[src/rtl/ultrasonic_ranger_pkg.sv]
// ultrasonic_pkg: shared state encoding, result constants and default parameters
// for the ultrasonic ranger. No ports.
package ultrasonic_pkg;
    localparam int unsigned CLK_HZ_DEF        = 50_000_000;
    localparam int unsigned TRIG_MIN_DEF      = 500;
    localparam int unsigned CYCLES_PER_MM_DEF = 291;
    localparam int unsigned ECHO_TIMEOUT_DEF  = 2_000_000;

    localparam logic [31:0] DIST_TIMEOUT = 32'hFFFF_FFFF;

    typedef logic [2:0] state_t;
    localparam state_t S_IDLE = 3'd0;
    localparam state_t S_TRIG = 3'd1;
    localparam state_t S_WAIT = 3'd2;
    localparam state_t S_MEAS = 3'd3;
    localparam state_t S_DONE = 3'd4;
endpackage

[src/rtl/ultrasonic_ranger_sync2.sv]
// sync2: two-flop synchronizer for an asynchronous input.
// Ports: clk, rst_n (async, active-low), d (async input), q (synchronized output).
module sync2 (
    input  logic clk,
    input  logic rst_n,
    input  logic d,
    output logic q
);
    logic meta;

    always_ff @(posedge clk or negedge rst_n) begin
        if (!rst_n) begin
            meta <= 1'b0;
            q    <= 1'b0;
        end else begin
            meta <= d;
            q    <= meta;
        end
    end
endmodule

[src/rtl/ultrasonic_ranger.sv]
// ultrasonic_ranger: qualifies the sensor trigger, times the echo pulse and converts it to mm.
// Ports: clk, rst_n (async, active-low); trigger, echo (async sensor pins);
//        valid (one-cycle strobe, distance new this cycle);
//        triggerSuc (high while a qualified measurement is in progress);
//        distance (last result in mm, DIST_TIMEOUT when no echo or echo too long).
module ultrasonic_ranger
    import ultrasonic_pkg::*;
#(
    parameter int unsigned CLK_HZ          = CLK_HZ_DEF,
    parameter int unsigned TRIG_MIN_CYCLES = TRIG_MIN_DEF,
    parameter int unsigned CYCLES_PER_MM   = CYCLES_PER_MM_DEF,
    parameter int unsigned ECHO_TIMEOUT    = ECHO_TIMEOUT_DEF
) (
    input  logic        clk,
    input  logic        rst_n,
    input  logic        trigger,
    input  logic        echo,
    output logic        valid,
    output logic        triggerSuc,
    output logic [31:0] distance
);
    localparam int PW = (CYCLES_PER_MM > 1) ? $clog2(CYCLES_PER_MM) : 1;

    if (CLK_HZ == 0 || TRIG_MIN_CYCLES == 0 || CYCLES_PER_MM == 0 || ECHO_TIMEOUT == 0) begin : g_bad_params
        $error("ultrasonic_ranger: parameters must be nonzero");
    end

    logic          trig_s, echo_s;
    state_t        state;
    logic [31:0]   cnt, acc, res;
    logic [PW-1:0] presc;
    logic          armed;
    logic [31:0]   cnt_inc, acc_nx, n_nx;
    logic [PW-1:0] presc_nx;
    logic          wrap, step;

    sync2 u_sync_trig (.clk(clk), .rst_n(rst_n), .d(trigger), .q(trig_s));
    sync2 u_sync_echo (.clk(clk), .rst_n(rst_n), .d(echo),    .q(echo_s));

    // cnt is shared: trigger high count in TRIG, wait count in WAIT, echo samples N in MEAS.
    // step marks every sampled echo-high cycle of a qualified measurement, including the
    // cycle that enters MEAS, so the echo count starts at 1 on entry.
    always_comb begin
        cnt_inc  = cnt + 32'd1;
        wrap     = presc == PW'(CYCLES_PER_MM - 1);
        presc_nx = wrap ? '0 : presc + 1'b1;
        acc_nx   = wrap ? acc + 32'd1 : acc;
        n_nx     = (state == S_MEAS ? cnt : 32'd0) + 32'd1;
        step     = echo_s && (state == S_WAIT || state == S_MEAS ||
                              (state == S_TRIG && !trig_s && triggerSuc));
    end

    always_ff @(posedge clk or negedge rst_n) begin
        if (!rst_n) begin
            state      <= S_IDLE;
            cnt        <= '0;
            presc      <= '0;
            acc        <= '0;
            res        <= '0;
            armed      <= 1'b0;
            valid      <= 1'b0;
            triggerSuc <= 1'b0;
            distance   <= '0;
        end else begin
            valid <= 1'b0;
            case (state)
                S_IDLE: begin
                    // armed records that trig_s was low on the previous IDLE cycle,
                    // so a trigger held high across a result cannot restart a measurement
                    armed <= !trig_s;
                    presc <= '0;
                    acc   <= '0;
                    if (trig_s && armed) begin
                        state      <= S_TRIG;
                        cnt        <= 32'd1;
                        triggerSuc <= TRIG_MIN_CYCLES <= 1;
                    end
                end
                S_TRIG: begin
                    if (trig_s) begin
                        if (cnt < TRIG_MIN_CYCLES) cnt <= cnt_inc;
                        if (cnt_inc >= TRIG_MIN_CYCLES) triggerSuc <= 1'b1;
                    end else if (!triggerSuc) begin
                        state <= S_IDLE;
                    end else begin
                        state <= S_WAIT;
                        cnt   <= '0;
                    end
                end
                S_WAIT: begin
                    if (cnt_inc >= ECHO_TIMEOUT) begin
                        state <= S_DONE;
                        res   <= DIST_TIMEOUT;
                    end else begin
                        cnt <= cnt_inc;
                    end
                end
                S_MEAS: begin
                    if (!echo_s) begin
                        state <= S_DONE;
                        res   <= acc;
                    end
                end
                S_DONE: begin
                    distance   <= res;
                    valid      <= 1'b1;
                    triggerSuc <= 1'b0;
                    state      <= S_IDLE;
                end
                default: state <= S_IDLE;
            endcase
            // An echo-high sample overrides the per-state decision above: it always
            // counts, and the measurement ends early once N hits the timeout.
            if (step) begin
                cnt   <= n_nx;
                presc <= presc_nx;
                acc   <= acc_nx;
                if (n_nx >= ECHO_TIMEOUT) begin
                    state <= S_DONE;
                    res   <= DIST_TIMEOUT;
                end else begin
                    state <= S_MEAS;
                end
            end
        end
    end
endmodule

[config.mk]
export PLATFORM = sky130hd
export DESIGN_NAME = ultrasonic_ranger
export DESIGN_NICKNAME = d
export VERILOG_FILES = /design/src/rtl/ultrasonic_ranger_pkg.sv /design/src/rtl/ultrasonic_ranger_sync2.sv /design/src/rtl/ultrasonic_ranger.sv
export SDC_FILE = /design/constraint.sdc
export NUM_CORES = 1
export LEC_CHECK = 0
export ABC_AREA = 1
export CORE_AREA = 5 5 140 142
export CTS_BUF_LIST = sky130_fd_sc_hd__clkbuf_16
export DETAILED_ROUTE_END_ITERATION = 12
export DIE_AREA = 0 0 145 147
export PLACE_DENSITY_LB_ADDON = 0.2
export SETUP_SLACK_MARGIN = 0.4
export SLEW_MARGIN = 25
export SYNTH_ARGS = -nofsm -noshare
export SYNTH_HDL_FRONTEND = slang
export SYNTH_HIERARCHICAL = 1
export SYNTH_SLANG_ARGS = --single-unit
export TNS_END_PERCENT = 50
[constraint.sdc]
create_clock -name clk -period 2.6 [get_ports clk]
set_clock_uncertainty 0.15 [all_clocks]
set_input_delay 0.65 -clock clk [delete_from_list [all_inputs] [get_ports clk]]
set_output_delay 0.65 -clock clk [all_outputs]
set_load 0.1 [all_outputs]
# Yosys cells after proc, flatten, opt, wreduce, memory -nomap -nowiden
# Index checks and enable logic that the tools add are counted.
dict set report word_totals {
  ff_bits 147
  in_bits 4
  out_inout_bits 34
  word_cells 84
}
dict set report classes {
  addsub 4
  n_lt_le_gt_ge 4
  n_eq_ne 16
  muxes 32
  n_reduce_logical 15
}
# cell n
set ops {}
lappend ops {{$mux 32} 14}
lappend ops {{$add 32x1->32 const B} 3}
lappend ops {{$pmux 32 s3} 1}
lappend ops {{$ge 32x21->1 const B} 2}
lappend ops {{$pmux 32 s2} 1}
lappend ops {{$ge 32x9->1 const B} 1}
lappend ops {{$lt 32x9->1 const B} 1}
lappend ops {{$mux 9} 3}
lappend ops {{$mux 3} 6}
lappend ops {{$ne 3x3->1 const B} 4}
lappend ops {{$pmux 3 s4} 1}
lappend ops {{$add 9x1->9 const B} 1}
lappend ops {{$eq 9x9->1 const B} 1}
lappend ops {{$reduce_and 4->1} 2}
lappend ops {{$eq 3x2->1 const B} 2}
lappend ops {{$reduce_and 5->1} 1}
lappend ops {{$logic_and 1x1->1} 4}
lappend ops {{$mux 1} 4}
lappend ops {{$ne 2x1->1 const B} 2}
lappend ops {{$ne 2x2->1 const B} 2}
lappend ops {{$ne 4x3->1 const B} 1}
lappend ops {{$ne 4x4->1 const B} 1}
lappend ops {{$reduce_bool 4->1} 1}
lappend ops {{$eq 3x1->1 const B} 1}
lappend ops {{other kinds (10)} 11}

# Longest topological paths before layout
# Gate-level depths: netlist (run 1).
dict set report depth {
  ltp_word 7
  mapped_depth 22
  mapped_depth_nobuf 22
}

# Modules after synthesis
# The synthesis (run 1) kept the hierarchy.
# module instances cells_per_inst area_each_um2 seq_area_each_um2
set modules_own_cells {}
lappend modules_own_cells {ultrasonic_ranger 1 1270 9117.5 3578.4}
lappend modules_own_cells {sync2 2 2 50.0 50.0}

# Least setup slack after synthesis (run 1)
# OpenSTA, ideal clock, no wires.
dict set report synth_timing {
  path_kind {flip-flop to flip-flop}
  startpoint {register state[0]}
  endpoint {register res[10]}
  setup_time_ps 129
  arrival_time_ps 2483
  path_slack_ps -163
  stages_incl_launch_ff 20
  n_path_buf 1
  period_less_slack_ps 2763
  path_cell_list {dfrtp_1 > nand2_2 > nor2_4 > inv_2 > nor2_1 > ha_1 > nand2_1 > inv_1 > nand3_1 > nor2_2 > nand2_1 > nor2_1 > nand2_1 > xor2_1 > nor2_1 > nand2_1 > nand2_1 > nand2_4 > buf_6 > nand3_1}
}
dict set report synth_between {
  elab_chain_cells 6
  word_cells_on_any_way 14
}
# element line
set synth_rtl {}
lappend synth_rtl {{start, declared} ultrasonic_ranger.sv:29} ;# state_t state;
lappend synth_rtl {{start signal, assigned} ultrasonic_ranger.sv:55} ;# state <= S_IDLE;
lappend synth_rtl {{start signal, assigned} ultrasonic_ranger.sv:74} ;# state <= S_TRIG;
lappend synth_rtl {{start signal, assigned} ultrasonic_ranger.sv:84} ;# state <= S_IDLE;
lappend synth_rtl {{$eq 3x2->1 or $eq 3x1->1 (tied branches)} --}
lappend synth_rtl {{$mux 32 or $logic_and 1x1->1 (tied branches)} {ultrasonic_ranger.sv:48, ultrasonic_ranger.sv:50}}
lappend synth_rtl {{$add 32x1->32 or $logic_and 1x1->1 (tied branches)} {ultrasonic_ranger.sv:48, ultrasonic_ranger.sv:50}}
lappend synth_rtl {{$ge 32x21->1 or $logic_or 1x1->1 (tied branches)} {ultrasonic_ranger.sv:118, ultrasonic_ranger.sv:49}}
lappend synth_rtl {{$mux 32 or $logic_and 1x1->1 (tied branches)} {ultrasonic_ranger.sv:118, ultrasonic_ranger.sv:49}}
lappend synth_rtl {{$mux 32 *} ultrasonic_ranger.sv:114} ;# if (step) begin
lappend synth_rtl {{end signal, assigned} ultrasonic_ranger.sv:59} ;# res <= '0;
lappend synth_rtl {{end signal, assigned} ultrasonic_ranger.sv:101} ;# res <= acc;
lappend synth_rtl {{end signal, assigned} ultrasonic_ranger.sv:120} ;# res <= DIST_TIMEOUT;
lappend synth_rtl {{end, declared} ultrasonic_ranger.sv:30} ;# logic [31:0] cnt, acc, res;
# Every way passes the cells marked *; elsewhere a longest branch is shown, timed or not.
# A chain may end at the register's enable or synchronous reset.

# Worst setup path after layout (run 1)
dict set report layout_timing {
  startpoint {register state[0]}
  endpoint {register res[5]}
}
# Same word-level chain as after synthesis.

==> summary.txt, run 1 <==
Static Leak = 6.01 nW
Slew @ Worst Pin = 0.573 ns
Met3 usage = 4.41%
Fin. max-slew vios = 0
Maximum clock frequency = 0.349 GHz
Cts hold-fix bufs = 0
Ports = 38
Count leader, synth = nand2_1
First-pass GRT wire length = 45.2 mm
Failing checks = setup timing
Area occupied by multi-input gates = 5430 sq um
Area delta synth->final = 35.0%
CP required = 2.76 ns
Initial antenna violation count = 0
Async SR Flop Fraction = 100%
Slew headroom = 61.5%
Synthesized net count = 1,283
Htree depth = 4
N_diodes = 0
Yosys top cell area share = 39.9%
Final Cycle Share = 110%
Final min period = 2.86 ns
CTS tree = built
Startpoint types = flip-flop
Row count = 50
Most used DFF post-synth = dfrtp_1
Clk_lat worst skew = 0.44 ns
RR Startpoint = state[0]
GRT Overall Usage = 25.7%
Worst Setup EP = res[5]
Initial Utilization = 50.3%
Deepest clock path buffer count = 2
Synth area leaders = dfrtp_1 (40%), nand2_1 (16%), nand3_1 (5.9%), inv_1 (5.0%), nor2_1 (4.2%)
Reg2reg setup slack = -0.26 ns
Post-Place Cell Area = 10,700 sq um
Placed Cells incl. Taps = 1,631
Crit path from = state[0]
Crit Path Class = reg -> reg
Total power = 0.00632 W
Post-synth EDFFs = 0
1st-pass router iterations = 7
Worst IR drop on VDD = 524 uV
Gr busiest metal = met2
Element type at the critical path end = flip-flop
Worst path arrival time = 3.02 ns
Port bufs = 37
Yosys warnings = 6
Clk sink count = 147
Sequential-to-total area share from yosys stat = 39.9%
Met1 Track Usage GR = 38.0%
DRC viols = 0
Register Area = 3690 sq um
Final setup fails = 67
Chip Height = 147 microns
Cell area after synthesis = 9220 sq um
Root Driver = clkbuf_16
Largest net degree at the start of global routing = 55
R2R cell count = 22
Setup ws final = -0.261 ns
Vias per cell = 5.57
Chip width = 145 microns
Pwr Density = 508 nW/um^2
DRT Wirelength = 29.2 mm
Met2 Use GR = 38.8%
Distinct cell type count after synthesis = 42
Yosys top cell by area = dfrtp_1
Seq cells post-synth = 147
Synth Area per Inst = 7.24 sq um
Post-synthesis cell count = 1,274
GRT overflow = 0
Setup TNS = -11.12 ns
Drt initial violations = 914
Core ar. = 18,300 sq um
CTS clk-pin slew, worst paths = 0.07 ns
Final Hold Viols = 0
Unrepaired setup endpoints after global routing = true
Top cells by count, synth = nand2_1 (385), dfrtp_1 (147), inv_1 (122)
Max-cap violations = 0
Reg-to-reg endpoint = res[5]
Final instance area = 12,400 sq um
Layout cells sized above 1 = 30.4%
ANT nets after route = 0
DIE AREA = 21,300 sq um
Status = finished, violations left
Vias in the first global route = 8,725
Cell Count, Final, Fillers Out = 1,704
Total CTS buffers = 17
Nets = 1,466
Hold Crit Class = in -> async
Post-DP HPWL = 19.9 mm
Crit Path Max Fanout = 6
Final Wtd Congestion = 0.943
Fill cells = 1,509
Via count = 9,499
Mean routed wirelength per cell = 17.2 microns
flip-flops by register name, indices dropped and copies added (netlist names):
name              count
acc                  32
armed                 1
cnt                  32
distance             32
presc                 9
res                  32
state                 3
triggerSuc            1
u_sync_echo/meta      1
u_sync_echo/q         1
u_sync_trig/meta      1
u_sync_trig/q         1
valid                 1
worst min-delay path by stage:
stage,startpoint,to,cells past startpoint
finish,rst_n,cnt[30],1
global route,rst_n,cnt[30],1
CTS,rst_n,triggerSuc,1
detailed placement,u_sync_trig/meta,u_sync_trig/q,0
global placement,u_sync_echo/meta,u_sync_echo/q,0
floorplan,u_sync_echo/meta,u_sync_echo/q,0
timing repair:
action	in CTS	in global routing
pin swaps	8	21
buffers inserted	8	25
gates resized for setup	25	168
setup endpoints to repair	99	102
cloned	0	8
layout make-up:
cell class                      instances  area share [%]
Clock inverter                         15            1.31
Sequential cell                       147            29.6
Inverter                              130            3.98
Multi-Input combinational cell        938            43.6
Clock buffer                           17            3.42
Timing Repair Buffer                  223            15.7
Tap cell                              234            2.35
through the flow:
step | hold slack, ns | util, % | worst slack [ns]
6_report | 0.0226 | 67.9 | -0.261
5_1_grt | 0.0625 | 67.9 | -0.391
4_1_cts | 0.0375 | 62.4 | -0.0855
3_5_place_dp | 0.185 | 58.3 | -0.236
3_3_place_gp | 0.182 | 58.3 | -0.175
2_1_floorplan | 0.181 | - | -0.0683
logic make-up after synthesis:
family	synth area share, %
buf+inv	8.77
flops	39.9
fa+ha+maj	0.679
xor+xnor	4.75
simple gates	34.3
compound gates	11.6
critical path, cell delays in order (launching register included):
cell	delay (ns)
dfrtp_1	0.39
nand2_2	0.09
nor2_4	0.14
inv_4	0.05
nor2_4	0.11
ha_4	0.16
nand2_4	0.05
inv_4	0.07
nand3_4	0.09
nor2_4	0.22
nand3_1	0.12
nand2_2	0.10
nand2_1	0.05
nor2_1	0.10
nand2_1	0.08
nand2_1	0.07
nand2_1	0.08
nand2_2	0.11
nand2_4	0.08
nand2_8	0.12
buf_4	0.13
buf_6	0.10
nand3_1	0.07
cell usage in the layout (no fill, tap or decap), drive strengths merged, types with 5 or more instances in the layout:
cell / netlist / routed
clkinv: 2 / 6
dfrtp: 147 / 147
o31ai: 17 / 17
nor3: 30 / 30
nand3: 109 / 109
xor2: 38 / 38
ha: 5 / 5
clkbuf: 29 / 24
nor2: 120 / 120
xnor2: 12 / 12
nand4: 34 / 34
nand2: 400 / 400
buf: 30 / 214
inv: 128 / 136
a32oi: 29 / 29
or2: 5 / 5
o22ai: 11 / 11
a21oi: 16 / 16
o21ai: 85 / 85
nor4: 18 / 18
power breakdown:
part | leakage [nW] | internal (W) | switching (W)
registers | 2.03 | 0.00232 | 0.0000237
clock network | 0.279 | 0.00129 | 0.00118
logic | 3.70 | 0.000582 | 0.000933
layer usage:
| layer | vias up | share of wire [%] |
|---|---|---|
| li1 | 4579 | - |
| met1 | 4542 | 46 |
| met2 | 345 | 46 |
| met3 | 33 | 6.7 |
| met4 | 0 | 1.5 |
| met5 | - | 0 |
Power figures use the tool's default switching activity.
==> inputs of run 2 (changes only) <==
- CTS_CLUSTER_DIAMETER: unset -> 200
==> results of run 2 <==
Same layout as run 1: the final DEF is identical, and so are final timing and power.
